===== src/rtl/multicycle_ctrl_pkg.sv =====
// -----------------------------------------------------------------------------
// multicycle_ctrl_pkg
// Shared MIPS definitions for the multi-cycle controller and the processor
// datapath: opcode/funct values, ALU operation codes, datapath mux selects,
// sequencer state encoding and the per-state control word.
// No ports (package).
// -----------------------------------------------------------------------------
package multicycle_ctrl_pkg;

    // Instruction opcodes (instruction[31:26])
    localparam logic [5:0] OP_RTYPE = 6'h00;
    localparam logic [5:0] OP_J     = 6'h02;
    localparam logic [5:0] OP_BEQ   = 6'h04;
    localparam logic [5:0] OP_ADDI  = 6'h08;
    localparam logic [5:0] OP_LW    = 6'h23;
    localparam logic [5:0] OP_SW    = 6'h2B;

    // R-type function codes (instruction[5:0])
    localparam logic [5:0] FN_ADD = 6'h20;
    localparam logic [5:0] FN_SUB = 6'h22;
    localparam logic [5:0] FN_AND = 6'h24;
    localparam logic [5:0] FN_OR  = 6'h25;
    localparam logic [5:0] FN_SLT = 6'h2A;

    // ALU operations
    localparam logic [2:0] ALU_ADD = 3'd0;
    localparam logic [2:0] ALU_SUB = 3'd1;
    localparam logic [2:0] ALU_AND = 3'd2;
    localparam logic [2:0] ALU_OR  = 3'd3;
    localparam logic [2:0] ALU_SLT = 3'd4;

    // PC source select
    localparam logic [1:0] PC_SRC_ALU    = 2'd0;
    localparam logic [1:0] PC_SRC_ALUOUT = 2'd1;
    localparam logic [1:0] PC_SRC_JUMP   = 2'd2;

    // ALU B operand select
    localparam logic [1:0] SRCB_REG    = 2'd0;
    localparam logic [1:0] SRCB_FOUR   = 2'd1;
    localparam logic [1:0] SRCB_IMM    = 2'd2;
    localparam logic [1:0] SRCB_IMM_SH = 2'd3;

    typedef enum logic [3:0] {
        S_IDLE     = 4'd0,
        S_FETCH    = 4'd1,
        S_DECODE   = 4'd2,
        S_MEMADR   = 4'd3,
        S_MEMRD    = 4'd4,
        S_MEMWR    = 4'd5,
        S_MEMWB    = 4'd6,
        S_RTYPE_EX = 4'd7,
        S_RTYPE_WB = 4'd8,
        S_ADDI_EX  = 4'd9,
        S_ADDI_WB  = 4'd10,
        S_BRANCH   = 4'd11,
        S_JUMP     = 4'd12
    } state_t;

    // Moore part of the datapath controls, registered alongside the state
    typedef struct packed {
        logic       mem_req;
        logic       mem_we;
        logic       iord;
        logic       pc_write;
        logic       pc_write_cond;
        logic [1:0] pc_src;
        logic       alu_src_a;
        logic [1:0] alu_src_b;
        logic [2:0] alu_ctrl;
        logic       reg_write;
        logic       reg_dst;
        logic       mem_to_reg;
    } ctrl_t;

    // Controls held throughout a state. The FETCH ir_write/pc_write pulses
    // depend on mem_ready and are formed outside this table.
    function automatic ctrl_t state_ctrl(state_t s, logic [2:0] rtype_alu);
        ctrl_t c;
        c = '0;
        case (s)
            S_FETCH: begin
                c.mem_req   = 1'b1;
                c.alu_src_b = SRCB_FOUR;
                c.alu_ctrl  = ALU_ADD;
                c.pc_src    = PC_SRC_ALU;
            end
            S_DECODE:   c.alu_src_b = SRCB_IMM_SH;
            S_MEMADR: begin
                c.alu_src_a = 1'b1;
                c.alu_src_b = SRCB_IMM;
            end
            S_MEMRD: begin
                c.mem_req = 1'b1;
                c.iord    = 1'b1;
            end
            S_MEMWR: begin
                c.mem_req = 1'b1;
                c.mem_we  = 1'b1;
                c.iord    = 1'b1;
            end
            S_MEMWB: begin
                c.reg_write  = 1'b1;
                c.mem_to_reg = 1'b1;
            end
            S_RTYPE_EX: begin
                c.alu_src_a = 1'b1;
                c.alu_src_b = SRCB_REG;
                c.alu_ctrl  = rtype_alu;
            end
            S_RTYPE_WB: begin
                c.reg_write = 1'b1;
                c.reg_dst   = 1'b1;
            end
            S_ADDI_EX: begin
                c.alu_src_a = 1'b1;
                c.alu_src_b = SRCB_IMM;
            end
            S_ADDI_WB:  c.reg_write = 1'b1;
            S_BRANCH: begin
                c.alu_src_a     = 1'b1;
                c.alu_src_b     = SRCB_REG;
                c.alu_ctrl      = ALU_SUB;
                c.pc_write_cond = 1'b1;
                c.pc_src        = PC_SRC_ALUOUT;
            end
            S_JUMP: begin
                c.pc_write = 1'b1;
                c.pc_src   = PC_SRC_JUMP;
            end
            default: c = '0;
        endcase
        return c;
    endfunction

endpackage


===== src/rtl/multicycle_ctrl_if.sv =====
// -----------------------------------------------------------------------------
// multicycle_ctrl_if
// Bundle between the control sequencer and the datapath.
//   master : the sequencer (takes IR fields, zero, mem_ready; drives controls)
//   slave  : the datapath / memory side
// Handshake: mem_req is held with stable iord/mem_we until a cycle in which
// mem_ready is 1; that cycle completes the access. mem_ready is only looked at
// while a request is outstanding.
// -----------------------------------------------------------------------------
interface multicycle_ctrl_if #(
    parameter int CNT_W = 32
);
    logic [5:0]       opcode;
    logic [5:0]       funct;
    logic             zero;
    logic             mem_ready;
    logic             mem_req;
    logic             mem_we;
    logic             iord;
    logic             ir_write;
    logic             pc_write;
    logic             pc_write_cond;
    logic [1:0]       pc_src;
    logic             alu_src_a;
    logic [1:0]       alu_src_b;
    logic [2:0]       alu_ctrl;
    logic             reg_write;
    logic             reg_dst;
    logic             mem_to_reg;
    logic             illegal;
    logic [CNT_W-1:0] retired;
    logic [3:0]       state;

    modport master (
        input  opcode, funct, zero, mem_ready,
        output mem_req, mem_we, iord, ir_write, pc_write, pc_write_cond,
               pc_src, alu_src_a, alu_src_b, alu_ctrl, reg_write, reg_dst,
               mem_to_reg, illegal, retired, state
    );

    modport slave (
        output opcode, funct, zero, mem_ready,
        input  mem_req, mem_we, iord, ir_write, pc_write, pc_write_cond,
               pc_src, alu_src_a, alu_src_b, alu_ctrl, reg_write, reg_dst,
               mem_to_reg, illegal, retired, state
    );
endinterface


===== src/rtl/multicycle_ctrl_alu_decoder.sv =====
// -----------------------------------------------------------------------------
// multicycle_ctrl_alu_decoder
// Combinational R-type funct decode.
//   i_funct    : instruction[5:0]
//   o_alu_ctrl : ALU operation for the funct (ADD when unknown)
//   o_valid    : funct is one of the supported R-type operations
// -----------------------------------------------------------------------------
module multicycle_ctrl_alu_decoder
    import multicycle_ctrl_pkg::*;
(
    input  logic [5:0] i_funct,
    output logic [2:0] o_alu_ctrl,
    output logic       o_valid
);
    always_comb begin
        o_alu_ctrl = ALU_ADD;
        o_valid    = 1'b1;
        case (i_funct)
            FN_ADD:  o_alu_ctrl = ALU_ADD;
            FN_SUB:  o_alu_ctrl = ALU_SUB;
            FN_AND:  o_alu_ctrl = ALU_AND;
            FN_OR:   o_alu_ctrl = ALU_OR;
            FN_SLT:  o_alu_ctrl = ALU_SLT;
            default: o_valid    = 1'b0;
        endcase
    end
endmodule


===== src/rtl/multicycle_ctrl.sv =====
// -----------------------------------------------------------------------------
// multicycle_ctrl
// Multi-cycle MIPS control sequencer for a shared ALU / unified memory /
// single register-write-port datapath.
//   clk : rising-edge clock
//   rst : asynchronous active-low reset
//   bus : multicycle_ctrl_if.master (IR fields, zero, mem_ready in;
//         datapath controls, illegal pulse, retired count, debug state out)
// -----------------------------------------------------------------------------
module multicycle_ctrl
    import multicycle_ctrl_pkg::*;
#(
    parameter int CNT_W = 32
) (
    input  logic              clk,
    input  logic              rst,
    multicycle_ctrl_if.master bus
);
    state_t           r_state;
    state_t           w_next;
    ctrl_t            r_ctrl;
    logic [CNT_W-1:0] r_retired;
    logic             w_retire;
    logic             w_fetch;
    logic             w_funct_ok;
    logic [2:0]       w_rtype_alu;
    logic             w_unused_zero;

    // zero is consumed by the datapath through pc_write_cond
    assign w_unused_zero = bus.zero;

    multicycle_ctrl_alu_decoder u_alu_dec (
        .i_funct    (bus.funct),
        .o_alu_ctrl (w_rtype_alu),
        .o_valid    (w_funct_ok)
    );

    always_comb begin
        w_next   = r_state;
        w_retire = 1'b0;
        case (r_state)
            S_IDLE:  w_next = S_FETCH;
            S_FETCH: if (bus.mem_ready) w_next = S_DECODE;
            S_DECODE: begin
                case (bus.opcode)
                    OP_LW, OP_SW: w_next = S_MEMADR;
                    OP_RTYPE:     w_next = w_funct_ok ? S_RTYPE_EX : S_FETCH;
                    OP_ADDI:      w_next = S_ADDI_EX;
                    OP_BEQ:       w_next = S_BRANCH;
                    OP_J:         w_next = S_JUMP;
                    default:      w_next = S_FETCH;
                endcase
            end
            S_MEMADR: w_next = (bus.opcode == OP_LW) ? S_MEMRD : S_MEMWR;
            S_MEMRD:  if (bus.mem_ready) w_next = S_MEMWB;
            S_MEMWR: begin
                if (bus.mem_ready) begin
                    w_next   = S_FETCH;
                    w_retire = 1'b1;
                end
            end
            S_RTYPE_EX: w_next = S_RTYPE_WB;
            S_ADDI_EX:  w_next = S_ADDI_WB;
            S_MEMWB, S_RTYPE_WB, S_ADDI_WB, S_BRANCH, S_JUMP: begin
                w_next   = S_FETCH;
                w_retire = 1'b1;
            end
            default: w_next = S_IDLE;
        endcase
    end

    // Controls are registered for the state being entered, so they are
    // valid from the first cycle of that state and stay stable while stalled.
    always_ff @(posedge clk or negedge rst) begin
        if (!rst) begin
            r_state   <= S_IDLE;
            r_ctrl    <= '0;
            r_retired <= '0;
        end else begin
            r_state <= w_next;
            r_ctrl  <= state_ctrl(w_next, w_rtype_alu);
            if (w_retire && (r_retired != '1)) begin
                r_retired <= r_retired + CNT_W'(1);
            end
        end
    end

    assign w_fetch = (r_state == S_FETCH);

    assign bus.mem_req       = r_ctrl.mem_req;
    assign bus.mem_we        = r_ctrl.mem_we;
    assign bus.iord          = r_ctrl.iord;
    assign bus.ir_write      = w_fetch & bus.mem_ready;
    assign bus.pc_write      = r_ctrl.pc_write | (w_fetch & bus.mem_ready);
    assign bus.pc_write_cond = r_ctrl.pc_write_cond;
    assign bus.pc_src        = r_ctrl.pc_src;
    assign bus.alu_src_a     = r_ctrl.alu_src_a;
    assign bus.alu_src_b     = r_ctrl.alu_src_b;
    assign bus.alu_ctrl      = r_ctrl.alu_ctrl;
    assign bus.reg_write     = r_ctrl.reg_write;
    assign bus.reg_dst       = r_ctrl.reg_dst;
    assign bus.mem_to_reg    = r_ctrl.mem_to_reg;
    // An undecodable instruction is exactly a DECODE that falls back to FETCH
    assign bus.illegal       = (r_state == S_DECODE) && (w_next == S_FETCH);
    assign bus.retired       = r_retired;
    assign bus.state         = r_state;

endmodule


===== src/flat_wrapper.sv =====
// flat-port wrapper written by rule: the top's interface ports become plain ports
module multicycle_ctrl_flat import multicycle_ctrl_pkg::*;
#(
    parameter int CNT_W = 32
)
  (clk, rst, bus_opcode, bus_funct, bus_zero, bus_mem_ready, bus_mem_req, bus_mem_we, bus_iord, bus_ir_write, bus_pc_write, bus_pc_write_cond, bus_pc_src, bus_alu_src_a, bus_alu_src_b, bus_alu_ctrl, bus_reg_write, bus_reg_dst, bus_mem_to_reg, bus_illegal, bus_retired, bus_state);
  multicycle_ctrl_if #(.CNT_W(CNT_W)) bus_i ();
  input  logic clk;
  input  logic rst;
  input wire logic [$bits(bus_i.opcode)-1:0] bus_opcode;
  input wire logic [$bits(bus_i.funct)-1:0] bus_funct;
  input wire logic [$bits(bus_i.zero)-1:0] bus_zero;
  input wire logic [$bits(bus_i.mem_ready)-1:0] bus_mem_ready;
  output wire logic [$bits(bus_i.mem_req)-1:0] bus_mem_req;
  output wire logic [$bits(bus_i.mem_we)-1:0] bus_mem_we;
  output wire logic [$bits(bus_i.iord)-1:0] bus_iord;
  output wire logic [$bits(bus_i.ir_write)-1:0] bus_ir_write;
  output wire logic [$bits(bus_i.pc_write)-1:0] bus_pc_write;
  output wire logic [$bits(bus_i.pc_write_cond)-1:0] bus_pc_write_cond;
  output wire logic [$bits(bus_i.pc_src)-1:0] bus_pc_src;
  output wire logic [$bits(bus_i.alu_src_a)-1:0] bus_alu_src_a;
  output wire logic [$bits(bus_i.alu_src_b)-1:0] bus_alu_src_b;
  output wire logic [$bits(bus_i.alu_ctrl)-1:0] bus_alu_ctrl;
  output wire logic [$bits(bus_i.reg_write)-1:0] bus_reg_write;
  output wire logic [$bits(bus_i.reg_dst)-1:0] bus_reg_dst;
  output wire logic [$bits(bus_i.mem_to_reg)-1:0] bus_mem_to_reg;
  output wire logic [$bits(bus_i.illegal)-1:0] bus_illegal;
  output wire logic [$bits(bus_i.retired)-1:0] bus_retired;
  output wire logic [$bits(bus_i.state)-1:0] bus_state;
  assign bus_i.opcode = bus_opcode;
  assign bus_i.funct = bus_funct;
  assign bus_i.zero = bus_zero;
  assign bus_i.mem_ready = bus_mem_ready;
  assign bus_mem_req = bus_i.mem_req;
  assign bus_mem_we = bus_i.mem_we;
  assign bus_iord = bus_i.iord;
  assign bus_ir_write = bus_i.ir_write;
  assign bus_pc_write = bus_i.pc_write;
  assign bus_pc_write_cond = bus_i.pc_write_cond;
  assign bus_pc_src = bus_i.pc_src;
  assign bus_alu_src_a = bus_i.alu_src_a;
  assign bus_alu_src_b = bus_i.alu_src_b;
  assign bus_alu_ctrl = bus_i.alu_ctrl;
  assign bus_reg_write = bus_i.reg_write;
  assign bus_reg_dst = bus_i.reg_dst;
  assign bus_mem_to_reg = bus_i.mem_to_reg;
  assign bus_illegal = bus_i.illegal;
  assign bus_retired = bus_i.retired;
  assign bus_state = bus_i.state;
  multicycle_ctrl #(.CNT_W(CNT_W)) u_core (.clk(clk), .rst(rst), .bus(bus_i));
endmodule

===== config.mk =====
export PLATFORM = sky130hd
export DESIGN_NAME = multicycle_ctrl_flat
export DESIGN_NICKNAME = d
export VERILOG_FILES = /design/src/rtl/multicycle_ctrl_pkg.sv /design/src/rtl/multicycle_ctrl_if.sv /design/src/rtl/multicycle_ctrl_alu_decoder.sv /design/src/rtl/multicycle_ctrl.sv /design/src/flat_wrapper.sv
export SDC_FILE = /design/constraint.sdc
export NUM_CORES = 1
export LEC_CHECK = 0
export ABC_AREA = 1
export BUFFER_PORTS_ARGS = -buffer_cell sky130_fd_sc_hd__buf_2
export CAP_MARGIN = 15
export CORE_ASPECT_RATIO = 1.75
export CORE_UTILIZATION = 50
export DETAILED_ROUTE_END_ITERATION = 10
export PLACE_DENSITY = 0.81
export SYNTH_ARGS = -nofsm -noshare
export SYNTH_HDL_FRONTEND = slang
export SYNTH_SLANG_ARGS = --single-unit

===== constraint.sdc =====
create_clock -name clk -period 1.97 [get_ports clk]
set_input_delay 0.0985 -clock clk [delete_from_list [all_inputs] [get_ports clk]]
set_output_delay 0.0985 -clock clk [all_outputs]
set_load 0.05 [all_outputs]

Word-level counts from Yosys, hierarchy flattened
Index checks and enable logic that the tools add are counted.
W data, S select, Z words.
{ "word_totals": {"ff_bits": 52, "wordCells": 88} }
{ "op_classes": {"addsub": 1, "n_eq_ne": 35, "muxes": 23, "bitwise": 2, "reduce_logical": 13} }
{ "op_table": {"columns": ["cell", "count"], "rows": [
  ["$eq A6 B6 Y1 const B", 7],
  ["$eq A4 B4 Y1 const B", 10],
  ["$add A32 B1 Y32 const B", 1],
  ["$eq A4 B3 Y1 const B", 8],
  ["$ne A32 B32 Y1 const B", 1],
  ["$pmux W4 S8", 1],
  ["$pmux W4 S5", 1],
  ["$eq A4 B2 Y1 const B", 4],
  ["$mux W1", 12],
  ["$mux W4", 3],
  ["$pmux W3 S4", 1],
  ["$reduce_or A5 Y1", 2],
  ["$eq A4 B1 Y1 const B", 2],
  ["$eq A6 B2 Y1 const B", 1],
  ["$eq A6 B3 Y1 const B", 1],
  ["$eq A6 B4 Y1 const B", 1],
  ["$logic_not A6 Y1", 1],
  ["$pmux W2 S3", 1],
  ["$pmux W3 S2", 1],
  ["$reduce_or A2 Y1", 3],
  ["$reduce_or A3 Y1", 2],
  ["$reduce_or A6 Y1", 1],
  ["$logic_not A4 Y1", 1],
  ["$pmux W2 S2", 1],
  ["6 further kinds", 7]
]} }

Longest topological paths before layout
{ "depth": {"depth_word": 9, "depth_mapped": 11} }

Cells and area by module
From an unflattened synthesis, not the netlist that was laid out.
{ "hier_totals": {"cells_unflattened": 479, "hier_area_um2": 3290.7} }
{ "modules_own_cells": {"columns": ["module", "n_inst", "cells_per_inst", "area_each_um2", "seq_area_each_um2"], "rows": [
  ["multicycle_ctrl", 1, 459, 3190.6, 1276.2],
  ["multicycle_ctrl_alu_decoder", 1, 20, 100.1, 0.0]
]} }

Worst setup path before layout
OpenSTA, ideal clock, no wires.
{ "synth_timing": {"kind": "reg2out", "start": "register u_core.r_state[1], in the netlist u_core.bus.state[1]", "end": "output port bus_illegal", "t_arrival_ps": 2770, "required_ps": 1871, "path_slack_ps": -898, "path_stages_with_launch": 9, "n_path_buf": 0, "cell_sequence": "dfrtp_1 -> inv_1 -> nand2_1 -> nor2_1 -> nand2_1 -> inv_1 -> nor3_1 -> nand3_1 -> nor3_1"} }
{ "synth_via": {"elab_chain_cells": 5} }
{ "synth_lines": {"columns": ["item", "line", "source"], "rows": [
  ["from (decl)", "multicycle_ctrl.sv:19", "state_t r_state;"],
  ["from (signal assigned)", "multicycle_ctrl.sv:80", "r_state <= w_next;"],
  ["$eq A4 B3 Y1, or another cell as far along", "multicycle_ctrl.sv:41", "case (r_state)"],
  ["$reduce_or A6 Y1 (no source line)", null, null],
  ["$pmux W4 S8", "multicycle_ctrl.sv:41", null],
  ["$eq A4 B1 Y1", "multicycle_ctrl.sv:104", "assign bus.illegal = (r_state == S_DECODE) && (w_next == S_FETCH);"],
  ["$logic_and A1 B1 Y1 *", "multicycle_ctrl.sv:104", null],
  ["to (decl)", "flat_wrapper.sv:27", "output wire logic [$bits(bus_i.illegal)-1:0] bus_illegal;"]
]} }
Mark *: on every way between the ends. The rest lies on a longest branch, timed or not.

Worst setup path after layout
{ "layout_timing": {"start": "register u_core.r_state[2], in the netlist u_core.bus.state[2]", "end": "output port bus_illegal"} }
Same word-level chain as after synthesis.

==> run_results.csv <==
group,metric,value,unit
yosys,yosys_warnings,0,
yosys,synthCells,436,
yosys,synth_cell_types,28,
pwr,p_comb_frac,0.552,
floorplanning,die_h,107,um
yosys,synth-seq-cells,51,
drt,num_vias,3218,
pwr,peakVddDrop,0.000975,V
grt,grtUsageMet2,0.499,
grt,use_met1,0.296,
clock_tree,cts_buffer_depth,2,
critical_path,reg2reg_depth,9,
sta,rsz0062_at_grt,"yes",
clock_tree,cts_tree,"yes",
clock_tree,cts_root_buffer,"clkbuf_8",
grt,grt-busiest-layer,"met2",
yosys,yosys.area.top_type_share,0.408,
floorplanning,fp.dieArea,6590,sq um
grt,antenna_found_initial,0,
critical_path,reg2reg_from,"u_core.bus.retired[3]",
clock_tree,clk_transition_reported_paths,100,ps
sta,setup_viol,1,
clock_tree,clk_latency,310,ps
critical_path,cpPeakStageDelay,460,ps
placed_design,hpwl,6780,um
layout,fillCellCount,529,
drt,wl_per_cell,14.5,um
clock_tree,clock-sinks,51,
floorplanning,rows,37,
grt,first_global_vias,3130,
worst_hold_path,hold_path.startpoint,"bus_funct[2]",
floorplanning,core,5970,sq um
layout,final_nets,553,
placed_design,routabilityCongestion,0.979,
drt,drc_errors,0,
critical_path,reg2reg_slack,130,ps
layout,fin_area,3950,sq um
sta,max_freq,507,MHz
drt,drt_iter0_drc,142,
critical_path,cp_max_fo,5,
critical_path,cp.required,1870,ps
floorplanning,floorplan.initialDensity,0.524,
drt,wl,8950,um
run_status,violations,"negative setup slack",
yosys,yosysSeqAreaShare,0.408,
pwr,p_leak,2.18,nW
critical_path,cpMostUsedCell,"nand2_2",
yosys,synth_common_cells,"141 x nand2_1, 58 x nor2_1, 55 x inv_1, 51 x dfrtp_1, 27 x nand3_1",
placed_design,dp_worst_setup_slack,98.4,ps
drt,via_per_inst,5.23,
sta,fin_crit,1970,ps
critical_path,worstPathCellList,"nand2_2 -> inv_1 -> nand2_2 -> nor2_1 -> nor3_2 -> nand3_2 -> nor3_4 -> buf_6",
layout,syn_to_final_growth,26.3,%
yosys,async_reset_ff_frac,1.00,
run,cap_viol_max_count,0,
layout,final-seq-area,1290,sq um
grt,grt_pass1_wl,13900,um
drt,firstDrtPassIters,5,
sta,fin_ws,-2.52,ps
floorplanning,die_w,61.8,um
critical_path,r2r_end,"u_core.bus.retired[25]",
critical_path,cp_slowest_cell,"dfrtp_2",
grt,gr-total-overflow,0,
pwr,clockPowerShare,0.149,
critical_path,endpoint_kind,"output port",
yosys,synth_area_leader_cell,"dfrtp_1",
sta,period_share,1.00,
worst_hold_path,hold_end,"u_core.bus.alu_ctrl[1]",
pwr,p_seq_frac,0.298,
clock_tree,htree_levels,2,
sta,finalMaxSlewViolations,0,
sta,final-hold-violation-count,0,
sta,tightest_slew,530,ps
layout,n_antenna_cell,0,
layout,drive_above_1_share,0.292,
critical_path,startpoint,"u_core.bus.state[2]",
yosys,syn_area,3130,sq um
drt,antenna_left,0,
placed_design,numPortBuffers,68,
yosys,syn_nets,453,
yosys,synth_edf_count,0,
sta,clock_skew,9.04,ps
worst_hold_path,holdPathStages,3,
grt,grt_max_degree,41,
pwr,p_switching,2.54,mW
yosys,avgSynthCellArea,7.17,sq um
grt,track_usage,0.289,
placed_design,dpl_cell_area,3680,sq um
floorplanning,ioPinCount,70,
layout,multi_input_area,1640,sq um
clock_tree,cts_buffers,5,
pwr,power.density,1260,nW/um^2
pwr,p_sw_frac,0.508,
pwr,p_int,2.45,mW
sta,slew_headroom,0.643,
critical_path,criticalPathCategory,"register to output port",
critical_path,critPathLaunchType,"register",
critical_path,cp.arrival,1870,ps
layout,largest_register_ff_count,32,
yosys,ys.flop_type,"dfrtp_1",
yosys,synth.area.top_cells,"dfrtp_1 41%, nand2_1 17%, nor2_1 7.0%, inv_1 6.6%, xor2_1 5.3%",
yosys,synth.most_common_cell,"nand2_1",
worst_hold_path,hp-class,"primary input to register",
run_status,status,"finished, violations left",
grt,met3_usage,0.0434,
==> critical path: cells and delay by family (launching register included) <==
family | cells | cell delay (ps)
buffers and inverters | 2 | 260
flip-flops | 1 | 460
AND/OR/NAND/NOR | 6 | 840
==> area by class of cell <==
| cell class | count | share of cell area |
|---|---|---|
| clock buffer | 5 | 0.0174 |
| clock inverter | 3 | 0.0111 |
| inverter | 58 | 0.0564 |
| multi-input combinational | 321 | 0.416 |
| sequential | 51 | 0.326 |
| tap | 78 | 0.0247 |
| timing repair buffer | 99 | 0.148 |
==> worst max path at each step <==
stage / endpoint / cells after the start
finish: bus_illegal / 8
global route: bus_illegal / 9
CTS: bus_illegal / 8
detailed placement: u_core.bus.retired[26] / 10
global placement: u_core.bus.retired[29] / 10
floorplan: bus_illegal / 8
==> layer usage <==
| metal | routed length (um) | vias up |
|---|---|---|
| li1 | - | 1566 |
| met1 | 3070 | 1489 |
| met2 | 4950 | 127 |
| met3 | 366 | 36 |
| met4 | 556 | 0 |
| met5 | 0 | - |
==> placed cells by master (no fill, tap or decap), types with 3 or more instances in the layout <==
cell      instances
nand2_1         139
buf_2            67
nor2_1           54
inv_1            50
dfrtp_1          43
buf_4            29
nand3_1          25
xor2_1           19
nor3_1           15
nand4_1          13
o21ai_2          13
dfrtp_2           8
inv_2             7
xnor2_1           7
o21ai_0           5
nand2_2           5
clkbuf_8          5
nor2_2            3
nor3_2            3
nor3_4            3
==> power by group through the flow <==
stage / Clock, mW / Sequential, mW / Combinational [mW]
2_1_floorplan: 0 / 2.27 / 1.09
3_3_place_gp: 0 / 1.50 / 2.41
3_5_place_dp: 0 / 1.50 / 2.47
4_1_cts: 0.759 / 1.48 / 2.55
5_1_grt: 0.801 / 1.52 / 2.96
6_report: 0.745 / 1.49 / 2.76
==> logic make-up (layout without fill, tap and decap cells) <==
logic type / after synthesis / count (layout) / share of synthesized area
buf+inv: 64 / 165 / 0.0896
fa+ha+maj: 1 / 1 / 0.00400
simple gates: 274 / 274 / 0.378
compound gates: 20 / 20 / 0.0476
xor+xnor: 26 / 26 / 0.0728
flops: 51 / 51 / 0.408
==> through the flow <==
stage | instances | hold WS, ps | TNS, ps | power, mW | utilization
6_report | 615 | 71.0 | -2.52 | 4.99 | 0.661
5_1_grt | 615 | 106 | -105 | 5.28 | 0.661
4_1_cts | 606 | 65.3 | 0 | 4.80 | 0.644
3_5_place_dp | 596 | -24.4 | 0 | 3.97 | 0.616
3_3_place_gp | 596 | -27.1 | 0 | 3.91 | 0.616
2_1_floorplan | 436 | -197 | -13.1 | 3.37 | -
==> what timing repair did <==
action                     CTS  global route
hold endpoints to repair    50             0
resized for setup           10            13
pin swaps                    2             6
setup endpoints to repair    1            25
hold buffers                 1             0
setup buffers                1             9
No activity file was read; power rests on OpenSTA's default activity.
